**src/rtl/tcm4671_spi_responder_if.sv**
```systemverilog
// Pin-level SPI bus plus the write-notification and frame-error outputs of the
// TCM4671-style register responder.
`timescale 1ns/1ps
interface tcm4671_spi_responder_if;
    logic        SCK;
    logic        MOSI;
    logic        nSCS;
    logic        MISO;
    logic        MISO_oe;
    logic        wr_valid;
    logic [6:0]  wr_addr;
    logic [31:0] wr_data;
    logic        frame_err;

    modport master (output SCK, MOSI, nSCS,
                    input  MISO, MISO_oe, wr_valid, wr_addr, wr_data, frame_err);
    modport slave  (input  SCK, MOSI, nSCS,
                    output MISO, MISO_oe, wr_valid, wr_addr, wr_data, frame_err);
endinterface

```
**src/rtl/tcm4671_spi_responder.sv**
```systemverilog
// SPI mode-3 register responder: 40-bit datagrams (R/W, 7-bit address, 32-bit data)
// oversampled on clk, with a read-only chip ID at address 0.
`timescale 1ns/1ps
module tcm4671_spi_responder #(
    parameter int          NUM_REGS = 16,
    parameter logic [31:0] CHIP_ID  = 32'h34363731
) (
    input  logic                          clk,
    input  logic                          reset,
    tcm4671_spi_responder_if.slave        spi
);
    typedef enum logic [1:0] {IDLE = 2'd0, ADDR = 2'd1, DATA = 2'd2, TAIL = 2'd3} state_t;

    state_t      state_q, state_d;
    logic [1:0]  sck_sync_q, ncs_sync_q, mosi_sync_q;
    logic        sck_prev_q, ncs_prev_q;
    logic [1:0]  flush_q;
    logic        armed_q, armed_d;
    logic [5:0]  cnt_q, cnt_d;
    logic [38:0] rx_q, rx_d;
    logic [31:0] tx_q, tx_d;
    logic        miso_q, miso_d;
    logic        oe_q;
    logic        wr_valid_q, wr_valid_d;
    logic [6:0]  wr_addr_q, wr_addr_d;
    logic [31:0] wr_data_q, wr_data_d;
    logic        frame_err_q, frame_err_d;
    logic [31:0] regs_q [1:NUM_REGS-1];

    logic        sck_s, ncs_s, mosi_s;
    logic        sck_rise_s, sck_fall_s, ncs_fall_s;
    logic [6:0]  rd_addr_s, wr_addr_s;
    logic [31:0] rd_val_s, wr_data_s;
    logic        commit_s;

    assign sck_s      = sck_sync_q[1];
    assign ncs_s      = ncs_sync_q[1];
    assign mosi_s     = mosi_sync_q[1];
    assign sck_rise_s = sck_s & ~sck_prev_q;
    assign sck_fall_s = ~sck_s & sck_prev_q;
    // A frame only starts once nSCS has been seen high after reset, so a frame
    // already in flight at reset release is ignored.
    assign ncs_fall_s = armed_q & ~ncs_s & ncs_prev_q;
    assign rd_addr_s  = {rx_q[5:0], mosi_s};
    assign wr_addr_s  = rx_q[37:31];
    assign wr_data_s  = {rx_q[30:0], mosi_s};

    // Two-flop synchronizers and one-cycle-delayed copies for edge detection.
    always_ff @(posedge clk or negedge reset) begin
        if (!reset) begin
            sck_sync_q  <= 2'b11;
            ncs_sync_q  <= 2'b11;
            mosi_sync_q <= 2'b00;
            sck_prev_q  <= 1'b1;
            ncs_prev_q  <= 1'b1;
            flush_q     <= 2'b00;
        end else begin
            sck_sync_q  <= {sck_sync_q[0], spi.SCK};
            ncs_sync_q  <= {ncs_sync_q[0], spi.nSCS};
            mosi_sync_q <= {mosi_sync_q[0], spi.MOSI};
            sck_prev_q  <= sck_s;
            ncs_prev_q  <= ncs_s;
            flush_q     <= {flush_q[0], 1'b1};
        end
    end

    // Read-value mux: chip ID, in-range storage, or zero.
    always_comb begin
        rd_val_s = 32'd0;
        if (rd_addr_s == 7'd0) begin
            rd_val_s = CHIP_ID;
        end else begin
            for (int i = 1; i < NUM_REGS; i++) begin
                rd_val_s = (rd_addr_s == 7'(i)) ? regs_q[i] : rd_val_s;
            end
        end
    end

    // Frame FSM next state, shifters and output next values.
    always_comb begin
        state_d     = state_q;
        cnt_d       = cnt_q;
        rx_d        = rx_q;
        tx_d        = tx_q;
        miso_d      = miso_q;
        wr_valid_d  = 1'b0;
        wr_addr_d   = wr_addr_q;
        wr_data_d   = wr_data_q;
        frame_err_d = 1'b0;
        commit_s    = 1'b0;
        armed_d     = armed_q | (flush_q[1] & ncs_s);
        if (ncs_s) begin
            state_d     = IDLE;
            cnt_d       = 6'd0;
            tx_d        = 32'd0;
            miso_d      = 1'b0;
            frame_err_d = (state_q == ADDR) || (state_q == DATA);
        end else begin
            case (state_q)
                IDLE: begin
                    if (ncs_fall_s) begin
                        state_d = ADDR;
                        cnt_d   = 6'd0;
                        tx_d    = 32'd0;
                        miso_d  = 1'b0;
                    end else begin
                        state_d = IDLE;
                    end
                end
                ADDR: begin
                    if (sck_rise_s) begin
                        rx_d  = {rx_q[37:0], mosi_s};
                        cnt_d = cnt_q + 6'd1;
                        if (cnt_q == 6'd7) begin
                            state_d = DATA;
                            tx_d    = rx_q[6] ? 32'd0 : rd_val_s;
                        end else begin
                            state_d = ADDR;
                        end
                    end else begin
                        state_d = ADDR;
                    end
                end
                DATA: begin
                    if (sck_fall_s) begin
                        miso_d = tx_q[31];
                        tx_d   = {tx_q[30:0], 1'b0};
                    end else if (sck_rise_s) begin
                        rx_d  = {rx_q[37:0], mosi_s};
                        cnt_d = cnt_q + 6'd1;
                        if (cnt_q == 6'd39) begin
                            state_d    = TAIL;
                            commit_s   = rx_q[38];
                            wr_valid_d = rx_q[38];
                            wr_addr_d  = rx_q[38] ? wr_addr_s : wr_addr_q;
                            wr_data_d  = rx_q[38] ? wr_data_s : wr_data_q;
                        end else begin
                            state_d = DATA;
                        end
                    end else begin
                        state_d = DATA;
                    end
                end
                TAIL: begin
                    state_d = TAIL;
                end
                default: begin
                    state_d = IDLE;
                end
            endcase
        end
    end

    // Frame state and registered outputs.
    always_ff @(posedge clk or negedge reset) begin
        if (!reset) begin
            state_q     <= IDLE;
            armed_q     <= 1'b0;
            cnt_q       <= 6'd0;
            rx_q        <= 39'd0;
            tx_q        <= 32'd0;
            miso_q      <= 1'b0;
            oe_q        <= 1'b0;
            wr_valid_q  <= 1'b0;
            wr_addr_q   <= 7'd0;
            wr_data_q   <= 32'd0;
            frame_err_q <= 1'b0;
        end else begin
            state_q     <= state_d;
            armed_q     <= armed_d;
            cnt_q       <= cnt_d;
            rx_q        <= rx_d;
            tx_q        <= tx_d;
            miso_q      <= miso_d;
            oe_q        <= ~ncs_s;
            wr_valid_q  <= wr_valid_d;
            wr_addr_q   <= wr_addr_d;
            wr_data_q   <= wr_data_d;
            frame_err_q <= frame_err_d;
        end
    end

    // Storage registers 1..NUM_REGS-1; address 0 and out-of-range writes land nowhere.
    always_ff @(posedge clk or negedge reset) begin
        if (!reset) begin
            for (int i = 1; i < NUM_REGS; i++) begin
                regs_q[i] <= 32'd0;
            end
        end else begin
            for (int i = 1; i < NUM_REGS; i++) begin
                if (commit_s && (wr_addr_s == 7'(i))) begin
                    regs_q[i] <= wr_data_s;
                end
            end
        end
    end

    assign spi.MISO      = miso_q;
    assign spi.MISO_oe   = oe_q;
    assign spi.wr_valid  = wr_valid_q;
    assign spi.wr_addr   = wr_addr_q;
    assign spi.wr_data   = wr_data_q;
    assign spi.frame_err = frame_err_q;
endmodule

```
**src/flat_wrapper.sv**
```systemverilog
// flat-port wrapper written by rule: the top's interface ports become plain ports
module tcm4671_spi_responder_flat 
#(
    parameter int          NUM_REGS = 16,
    parameter logic [31:0] CHIP_ID  = 32'h34363731
)
  (clk, reset, spi_SCK, spi_MOSI, spi_nSCS, spi_MISO, spi_MISO_oe, spi_wr_valid, spi_wr_addr, spi_wr_data, spi_frame_err);
  tcm4671_spi_responder_if spi_i ();
  input  logic clk;
  input  logic reset;
  input wire logic [$bits(spi_i.SCK)-1:0] spi_SCK;
  input wire logic [$bits(spi_i.MOSI)-1:0] spi_MOSI;
  input wire logic [$bits(spi_i.nSCS)-1:0] spi_nSCS;
  output wire logic [$bits(spi_i.MISO)-1:0] spi_MISO;
  output wire logic [$bits(spi_i.MISO_oe)-1:0] spi_MISO_oe;
  output wire logic [$bits(spi_i.wr_valid)-1:0] spi_wr_valid;
  output wire logic [$bits(spi_i.wr_addr)-1:0] spi_wr_addr;
  output wire logic [$bits(spi_i.wr_data)-1:0] spi_wr_data;
  output wire logic [$bits(spi_i.frame_err)-1:0] spi_frame_err;
  assign spi_i.SCK = spi_SCK;
  assign spi_i.MOSI = spi_MOSI;
  assign spi_i.nSCS = spi_nSCS;
  assign spi_MISO = spi_i.MISO;
  assign spi_MISO_oe = spi_i.MISO_oe;
  assign spi_wr_valid = spi_i.wr_valid;
  assign spi_wr_addr = spi_i.wr_addr;
  assign spi_wr_data = spi_i.wr_data;
  assign spi_frame_err = spi_i.frame_err;
  tcm4671_spi_responder #(.NUM_REGS(NUM_REGS), .CHIP_ID(CHIP_ID)) u_core (.clk(clk), .reset(reset), .spi(spi_i));
endmodule
```
**config.mk**
```make
export PLATFORM = sky130hd
export DESIGN_NAME = tcm4671_spi_responder_flat
export DESIGN_NICKNAME = d
export VERILOG_FILES = /design/src/rtl/tcm4671_spi_responder_if.sv /design/src/rtl/tcm4671_spi_responder.sv /design/src/flat_wrapper.sv
export SDC_FILE = /design/constraint.sdc
export NUM_CORES = 1
export LEC_CHECK = 0
export CORE_MARGIN = 2
export CORE_UTILIZATION = 50
export CTS_CLUSTER_DIAMETER = 200
export DETAILED_ROUTE_END_ITERATION = 6
export MAX_ROUTING_LAYER = met4
export PLACE_DENSITY = 0.71
export SLEW_MARGIN = 20
export SYNTH_ARGS = -nofsm -noshare
export SYNTH_HDL_FRONTEND = slang
export SYNTH_SLANG_ARGS = --single-unit
```
**constraint.sdc**
```tcl
create_clock -name clk -period 7.44 [get_ports clk]
set_input_delay 1.488 -clock clk [delete_from_list [all_inputs] [get_ports clk]]
set_output_delay 1.488 -clock clk [all_outputs]
set_load 0.02 [all_outputs]
```
### Word level (Yosys, flattened, before mapping)

Cells that the tools add are included.

* register bits: 613
* input port bits: 5
* output and inout bits: 43
* logic and storage cells: 159

* $add $sub $neg: 1
* eq/ne operators: 41
* mux-type cells: 49
* bitwise gates (word level): 10
* reduce and logical (&&, ||, !) cells: 26

Operator list (number)
* $mux W32: 22
* $eq A7 B4 Y1 const B: 16
* $pmux W32 S3: 1
* $mux W39: 2
* $pmux W39 S2: 1
* $eq A7 B3 Y1 const B: 8
* $eq A7 B2 Y1 const B: 4
* $mux W6: 4
* $pmux W6 S3: 1
* $logic_and A1 B1 Y1: 15
* $eq A7 B1 Y1 const B: 2
* $mux W1: 12
* $ne A3 B1 Y1 const B: 3
* $reduce_and A3 Y1: 3
* $mux W2: 4
* $pmux W2 S4: 1
* $logic_not A7 Y1: 1
* $add A6 B1 Y6 const B: 1
* $eq A6 B3 Y1 const B: 1
* $eq A6 B6 Y1 const B: 1
* $ne A3 B2 Y1 const B: 2
* $reduce_and A6 Y1: 1
* $and A1 B1 Y1: 5
* $reduce_and A5 Y1: 1
* 11 further kinds: 15

### Depth between registers and ports, before layout

Gate-level depths: netlist (run 1).

* word-level depth: 22
* gate-level depth with buffers: 10

### Worst setup path before layout (run 1)

Ideal clock, no wire load.

* path kind: register to register
* from: reg u_core.state_q[0]
* to: reg u_core.regs_q[134] (netlist name)
* library setup time: 128 ps
* arrival: 2251 ps
* required time: 7312 ps
* setup slack: 5061 ps
* stages on the path, launching flop included: 10
* clock period less this slack: 2379 ps
* path through: dfrtp_1 > inv_1 > ha_1 > clkbuf_2 > nor3b_1 > nand3b_1 > nor3b_1 > nand4_1 > buf_2 > mux2_1

* longest elaborated chain between the ends: 4

RTL lines
* from (decl): RTL line tcm4671_spi_responder.sv:14 `state_t state_q, state_d;`
* from (signal assigned): RTL line tcm4671_spi_responder.sv:169 `state_q <= state_d;`
* $eq A2 B2 Y1: RTL line tcm4671_spi_responder.sv:99 `case (state_q)`
* $mux W1: RTL line tcm4671_spi_responder.sv:99
* $mux W1: RTL line tcm4671_spi_responder.sv:92 `if (ncs_s) begin`
* $logic_and A1 B1 Y1: RTL line tcm4671_spi_responder.sv:191 `if (commit_s && (wr_addr_s == 7'(i))) begin`
* to (signal, indexed assignment): RTL line tcm4671_spi_responder.sv:192 `regs_q[i] <= wr_data_s;`
* to (decl): RTL line tcm4671_spi_responder.sv:28 `logic [31:0] regs_q [1:NUM_REGS-1];`

Every way passes these cells.
A chain may end at the register's enable or synchronous reset.

### Worst setup path in the final report (run 1)

* from: reg u_core.cnt_q[0]
* to: reg u_core.regs_q[400] (netlist name)

* longest elaborated chain between the ends: 7

RTL lines
* from (decl): RTL line tcm4671_spi_responder.sv:19 `logic [5:0] cnt_q, cnt_d;`
* from (signal assigned): RTL line tcm4671_spi_responder.sv:171 `cnt_q <= cnt_d;`
* $eq A6 B6 Y1: RTL line tcm4671_spi_responder.sv:131 `if (cnt_q == 6'd39) begin`
* $mux W1: RTL line tcm4671_spi_responder.sv:131
* $mux W1: RTL line tcm4671_spi_responder.sv:128 `end else if (sck_rise_s) begin`
* $mux W1: RTL line tcm4671_spi_responder.sv:125 `if (sck_fall_s) begin`
* $mux W1: RTL line tcm4671_spi_responder.sv:99
* $mux W1: RTL line tcm4671_spi_responder.sv:92
* $logic_and A1 B1 Y1: RTL line tcm4671_spi_responder.sv:191

Every way passes these cells.

==> reports/metrics.cfg, run 1 <==
[outcome]
outcome = completed

[sta]
finalSetupTns_ns = 0
slew_violations = 0
worstMarginPinSlew_ns = 1.22
hold_violations = 0
slew_headroom_pct = 18.0
finClkSkew_ns = 0.0210
final-setup-viol-count = 0
rsz0062_at_grt = false
max_clock_freq_mhz = 268
min_period_ns = 3.73
fin_crit_sh_pct = 50.2

[power_and_ir_drop]
switching_share_pct = 24.5
power_switching_mw = 1.87
ir_drop_mv = 0.148
p_int_mw = 5.77
power_frac_seq_pct = 44.1
clockPowerShare_pct = 47.4
power.leakage_nw = 14.9
pwr-share-comb_pct = 8.5
pwr_density_cell_mw_per_mm2 = 241

[synthesis]
yosys.area.top_type = dfrtp_1
yosysMostFrequentCell = dfrtp_1
netlist_instances = 2275
synth_ff_type = dfrtp_1
syn_area_sq_mm = 0.0281
yosys.area.top_type_share_pct = 54.0
synth_area_leaders = dfrtp_1 54%, mux2_2 22%, nand2_1 2.6%
synth_commonest_cells = 607 x dfrtp_1, 546 x mux2_2, 196 x nand2_1
yosys_warnings = 0
async_reset_ff_share_pct = 100
syn_area_per_cell_sq_um = 12.4
synth_seq_cells = 613
yosysSeqAreaShare_pct = 54.6
synth_edf_count = 0
ys_types = 77
syn-num-nets = 2285

[worst_setup_path]
r2r_cells = 8
worst-path-buf-inv = 1
cpPeakStageDelay_ns = 1.00
crit_path_start_kind = register
cp_max_fo = 19
cp.arrival_ns = 4.20
cp_slowest_cell = nor3_4
worstPathRequired_ns = 7.91
crit_family = simple AND/OR/NAND/NOR gates
cp-end-kind = register
criticalPathCategory = register to register
worst-path-stages = 8
crit_chain = ha_1, and4bb_1, nand3_1, nor2_4, nand3b_2, nor3_4, buf_4, mux2_2

[detailed_routing]
drt_iter0_drc = 2347
dr.pass1.iters = 7
wirelength_microns = 81600
vias = 19700
vias_per_cell = 6.46
drc_errors = 0
postRouteAntennaNets = 0
wire_per_inst_microns = 26.7

[cells_and_area]
utilization_pct = 57.3
fill_cells = 4494
fin_cells = 3050
fin_nets = 2259
syn_to_final_growth_pct = 12.7
final_layout_size_suffix_gt1_share_pct = 33.1

[global_routing]
grt_pass1_vias = 20000
track_usage_pct = 29.5
grt_pass1_wl_microns = 125000
overflow = 0
grt_max_degree = 165
antenna_found_initial = 3

[clock_tree]
cts_tree = yes
clk_latency_ns = 0.60
cts.repair.resized = 0
cts-buffers-inserted = 67
cts_hold_buf = 0
clk_pin_slew_worst_paths_ns = 0.06
cts_sinks = 613
cts_root_buf = clkbuf_16
cts_setup_buffers = 0
htreeDepth = 3
cts_buffer_depth = 3

[floorplanning]
num_rows = 86
boundaryPins = 48
die_w_microns = 241
chipHeight_microns = 241
start_util_pct = 50.8
core_sq_mm = 0.0553
dieArea_sq_mm = 0.0581

[min_path]
hp-class = register to register
worstHoldPathCells = 0

[placement]
gp_congestion = 0.946
hpwl_microns = 49000
io_buffers = 47
place_inst = 2927

[job]
max_cap_viol_count = 0

==> flip-flops by register name, indices dropped and copies added (netlist names), 6 cells and up <==
signal,flops
u_core.spi.wr_data,32
u_core.rx_q,39
u_core.regs_q,480
u_core.cnt_q,6
u_core.spi.wr_addr,7
u_core.tx_q,32
==> cells in the final DEF (no fill, tap or decap), drive strengths merged, types with 12 or more instances in the layout <==
| master | count |
|---|---|
| mux2i | 50 |
| o221ai | 13 |
| dfrtp | 607 |
| a22oi | 37 |
| a221oi | 22 |
| a221o | 26 |
| nand2 | 196 |
| nor2b | 12 |
| a21oi | 84 |
| and2 | 14 |
| nand3 | 28 |
| nand2b | 12 |
| a211oi | 19 |
| a31oi | 16 |
| o31ai | 20 |
| o22ai | 27 |
| clkdlybuf4s50 | 46 |
| nor2 | 100 |
| buf | 54 |
| nor3 | 28 |
| clkbuf | 103 |
| o21ai | 59 |
| mux2 | 559 |
==> through the flow <==
step / hold slack, ns / power (mW) / setup WS [ns] / area, sq um
6_report: 0.352 / 7.64 / 3.71 / 31700
5_1_grt: 0.361 / 7.85 / 3.61 / 31700
4_1_cts: 0.354 / 7.66 / 3.74 / 31700
3_5_place_dp: 0.340 / 4.06 / 3.76 / 29300
3_3_place_gp: 0.336 / 4.06 / 3.78 / 29200
2_1_floorplan: 0.331 / 3.78 / 5.06 / 28100
==> worst paths after layout <==
kind / start / endpoint / slack, ns
min: u_core.mosi_sync_q[0]$_DFF_PN0_ / u_core.mosi_sync_q[1]$_DFF_PN0_ / 0.35
max reg2reg: u_core.cnt_q[0]$_DFFE_PN0P_ / u_core.regs_q[400]$_DFFE_PN0P_ / 3.71
min in group asynchronous: reset / u_core.rx_q[23]$_DFFE_PN0P_ / 0.87
min reg2reg: u_core.mosi_sync_q[0]$_DFF_PN0_ / u_core.mosi_sync_q[1]$_DFF_PN0_ / 0.35
max: u_core.cnt_q[0]$_DFFE_PN0P_ / u_core.regs_q[400]$_DFFE_PN0P_ / 3.71
max in group asynchronous: reset / u_core.rx_q[1]$_DFFE_PN0P_ / 5.10
==> layer usage <==
| metal | up-vias | track usage [%] | routed length, microns | share of wire, % |
|---|---|---|---|---|
| li1 | 8235 | - | - | - |
| met1 | 10300 | 39.6 | 33900 | 42 |
| met2 | 959 | 44.2 | 37500 | 46 |
| met3 | 227 | 6.10 | 6930 | 8.5 |
| met4 | 0 | 11.5 | 3160 | 3.9 |
| met5 | - | - | 0 | 0 |
==> worst register-to-register path, cell delays in order, from the launching register on <==
cell and delay, ns:
dfrtp_1 0.38, ha_1 0.25, and4bb_1 0.21, nand3_1 0.14, nor2_4 0.34, nand3b_2 0.35
nor3_4 1.00, buf_4 0.56, mux2_2 0.40
==> power groups by stage <==
stage                     Clock, mW  Combinational (mW)  Sequential, mW
after floorplan                   0               0.370            3.41
after global placement            0               0.630            3.43
after detailed placement          0               0.634            3.43
after CTS                      3.65               0.637            3.37
after global routing           3.80               0.685            3.37
final                          3.62               0.652            3.37
==> area by class of cell <==
| type | instances | area [sq um] | area share [%] |
|---|---|---|---|
| sequential | 613 | 15400 | 48.5 |
| multi-input combinational | 1457 | 12000 | 37.9 |
| clock buffer | 103 | 2110 | 6.65 |
| timing repair buffer | 100 | 938 | 2.96 |
| tap | 748 | 936 | 2.95 |
| clock inverter | 18 | 319 | 1.01 |
| inverter | 10 | 37.5 | 0.118 |
| antenna | 1 | 2.50 | 0.00789 |
==> cells by family after synthesis <==
kind of cell	count (synthesis)	synth area share, %
muxes	618	24.9
AOI/OAI and AO/OA	393	9.69
adders and majority gates	5	0.223
DFF	613	54.6
buffers and inverters	205	3.14
and+or+nand+nor	440	7.45
other	1	0.0133
Note: power is estimated with default switching activity, not from simulation.
==> run 2: changes to the inputs <==
PLACE_DENSITY = 0.74   (was 0.71)
clock period = 3.3 ns   (was 7.44 ns; I/O delays follow)
==> run 2 against run 1 <==
Effect of this change:
- register-to-register slack got worse by 3.5 ns
- fmax rose by 21%
- die area did not move
- cell area rose by 1.4%
- largest cell class unchanged
==> reports/metrics.cfg, run 2 (same netlist as run 1, synthesis figures left out) <==
[outcome]
outcome = completed

[sta]
fin_crit_sh_pct = 93.7  ; +44 points
worstMarginPinSlew_ns = 0.976  ; -0.244 ns
final-setup-viol-count = 0  ; unchanged
max_clock_freq_mhz = 323  ; +21%
hold_violations = 0  ; unchanged
slew_headroom_pct = 34.6  ; +17 points
slew_violations = 0  ; unchanged
finalSetupTns_ns = 0  ; unchanged
rsz0062_at_grt = false
min_period_ns = 3.09  ; -0.641 ns
finClkSkew_ns = 0.0303  ; +0.00929 ns

[detailed_routing]
dr.pass1.iters = 5  ; -2
wire_per_inst_microns = 26.4  ; -1.2%
vias = 19800  ; +0.36%
wirelength_microns = 81900  ; +0.44%
drc_errors = 0  ; unchanged
drt_iter0_drc = 2144  ; -8.6%
vias_per_cell = 6.37  ; -1.3%
postRouteAntennaNets = 0  ; unchanged

[global_routing]
grt_pass1_wl_microns = 125000  ; +0.60%
grt_pass1_vias = 20300  ; +1.4%
antenna_found_initial = 2  ; -1
grt_max_degree = 96  ; -42%
overflow = 0  ; unchanged
track_usage_pct = 29.5  ; +0.047 points

[cells_and_area]
largest_reg_flops = 480  ; unchanged
layout_commonest_cell = dfrtp_1
fin_nets = 2312  ; +2.3%
largestRegisters = u_core.regs_q (480), u_core.rx_q (39)
syn_to_final_growth_pct = 14.3
fin_cells = 3100  ; +1.6%
regMostFlops = u_core.regs_q
final_layout_size_suffix_gt1_share_pct = 34.4  ; +1.3 points
fill_cells = 4473  ; -0.47%
final_cell_mix = 604 x dfrtp_1, 546 x mux2_2, 196 x nand2_1

[clock_tree]
cts_hold_buf = 0  ; unchanged
cts_setup_buffers = 0  ; unchanged
cts_sinks = 613  ; unchanged
cts_tree = yes
clk_latency_ns = 0.62  ; +0.02 ns
cts-buffers-inserted = 67  ; unchanged
cts.repair.resized = 0  ; unchanged
htreeDepth = 3  ; unchanged
clk_pin_slew_worst_paths_ns = 0.06  ; about the same
cts_buffer_depth = 3  ; unchanged
cts_root_buf = clkbuf_16

[floorplanning]
boundaryPins = 48  ; unchanged
dieArea_sq_mm = 0.0581  ; unchanged
num_rows = 86  ; unchanged
die_w_microns = 241  ; unchanged
start_util_pct = 50.8  ; unchanged
core_sq_mm = 0.0553  ; unchanged
chipHeight_microns = 241  ; unchanged

[placement]
hpwl_microns = 51000  ; +4.1%
place_inst = 2981  ; +1.8%
gp_congestion = 0.903  ; -4.5%
io_buffers = 47  ; unchanged

[job]
max_cap_viol_count = 0  ; unchanged

[worst_setup_path]
worst-path-buf-inv = 3  ; +2
crit_chain = inv_1, ha_1, buf_4, nor2_1, o2bb2ai_1, nand2_1, nor2_1, buf_4, nand2_1, o31ai_1
crit_path_start_kind = register
cp-end-kind = register
cp.arrival_ns = 3.60  ; -0.60 ns
r2r_cells = 10  ; +2
cp_max_fo = 28  ; +9
worstPathRequired_ns = 3.81  ; -4.10 ns
worst-path-stages = 10  ; +2
criticalPathCategory = register to register
crit_family = simple AND/OR/NAND/NOR gates
cp_slowest_cell = o2bb2ai_1
cpPeakStageDelay_ns = 0.49  ; -0.51 ns

[power_and_ir_drop]
pwr_density_cell_mw_per_mm2 = 527  ; +120%
power.total_mw = 16.9  ; +120%
power.leakage_nw = 15.1  ; +1.6%
ir_drop_mv = 0.347  ; +130%

[min_path]
hp-class = primary input to async pin

==> run 2: through the flow <==
| step | hold WS, ns | instance area, sq um | setup slack (ns) | util (%) |
|---|---|---|---|---|
| finish | 0.0843 | 32100 | 0.207 | 58.1 |
| global route | 0.130 | 32100 | 0.0870 | 58.1 |
| CTS | 0.117 | 32100 | 0.340 | 58.1 |
| detailed placement | 0.337 | 29800 | 0.328 | 53.9 |
| global placement | 0.338 | 29800 | 0.482 | 53.9 |
| floorplan | 0.331 | 28100 | 0.921 | - |
==> run 2: area by class of cell <==
type | instances | area [sq um] | area share, %
tap | 748 | 936 | 2.91
timing repair buffer | 153 | 1520 | 4.73
multi-input combinational | 1457 | 12000 | 37.3
clock inverter | 18 | 246 | 0.767
clock buffer | 100 | 2050 | 6.37
sequential | 613 | 15400 | 47.8
antenna | 1 | 2.50 | 0.00779
inverter | 10 | 37.5 | 0.117
==> run 2: worst reg2reg max path, stage by stage (launching register included) <==
cell and delay [ns]:
dfrtp_1 0.42, inv_1 0.11, ha_1 0.22, buf_4 0.31, nor2_1 0.10, o2bb2ai_1 0.49
nand2_1 0.29, nor2_1 0.17, buf_4 0.22, nand2_1 0.31, o31ai_1 0.36
==> run 2: power by group <==
part           leakage [nW]  total [mW]  switching, mW  internal, mW
logic                  5.44        1.56           1.10         0.459
clock network          1.13        7.77           3.02          4.75
registers              8.52        7.60         0.0553          7.54
==> run 2: metal layers <==
layer	global-route usage [%]	vias to the layer above	part of all wire, %
li1	-	8353	-
met1	39.8	10400	43
met2	44.5	808	46
met3	5.62	177	7.4
met4	11.5	0	3.4
met5	-	-	0
==> run 2: final timing paths <==
path	start	to	slack, ns
worst max-delay path	u_core.state_q[0]$_DFFE_PN0N_	u_core.tx_q[27]$_DFFE_PN0P_	0.21
worst min-delay path	reset	u_core.rx_q[23]$_DFFE_PN0P_	0.08
worst max register to register	u_core.state_q[0]$_DFFE_PN0N_	u_core.tx_q[27]$_DFFE_PN0P_	0.21
worst min register to register	u_core.flush_q[0]$_DFF_PN0_	u_core.flush_q[1]$_DFF_PN0_	0.35
max in group asynchronous	reset	u_core.regs_q[434]$_DFFE_PN0P_	2.19
min in group clk	u_core.flush_q[0]$_DFF_PN0_	u_core.flush_q[1]$_DFF_PN0_	0.35
==> run 3: changes to the inputs <==
ABC_AREA = 0   (was unset)
==> results of run 3 <==
The final DEF is identical to that of run 2; final timing and power are the same.
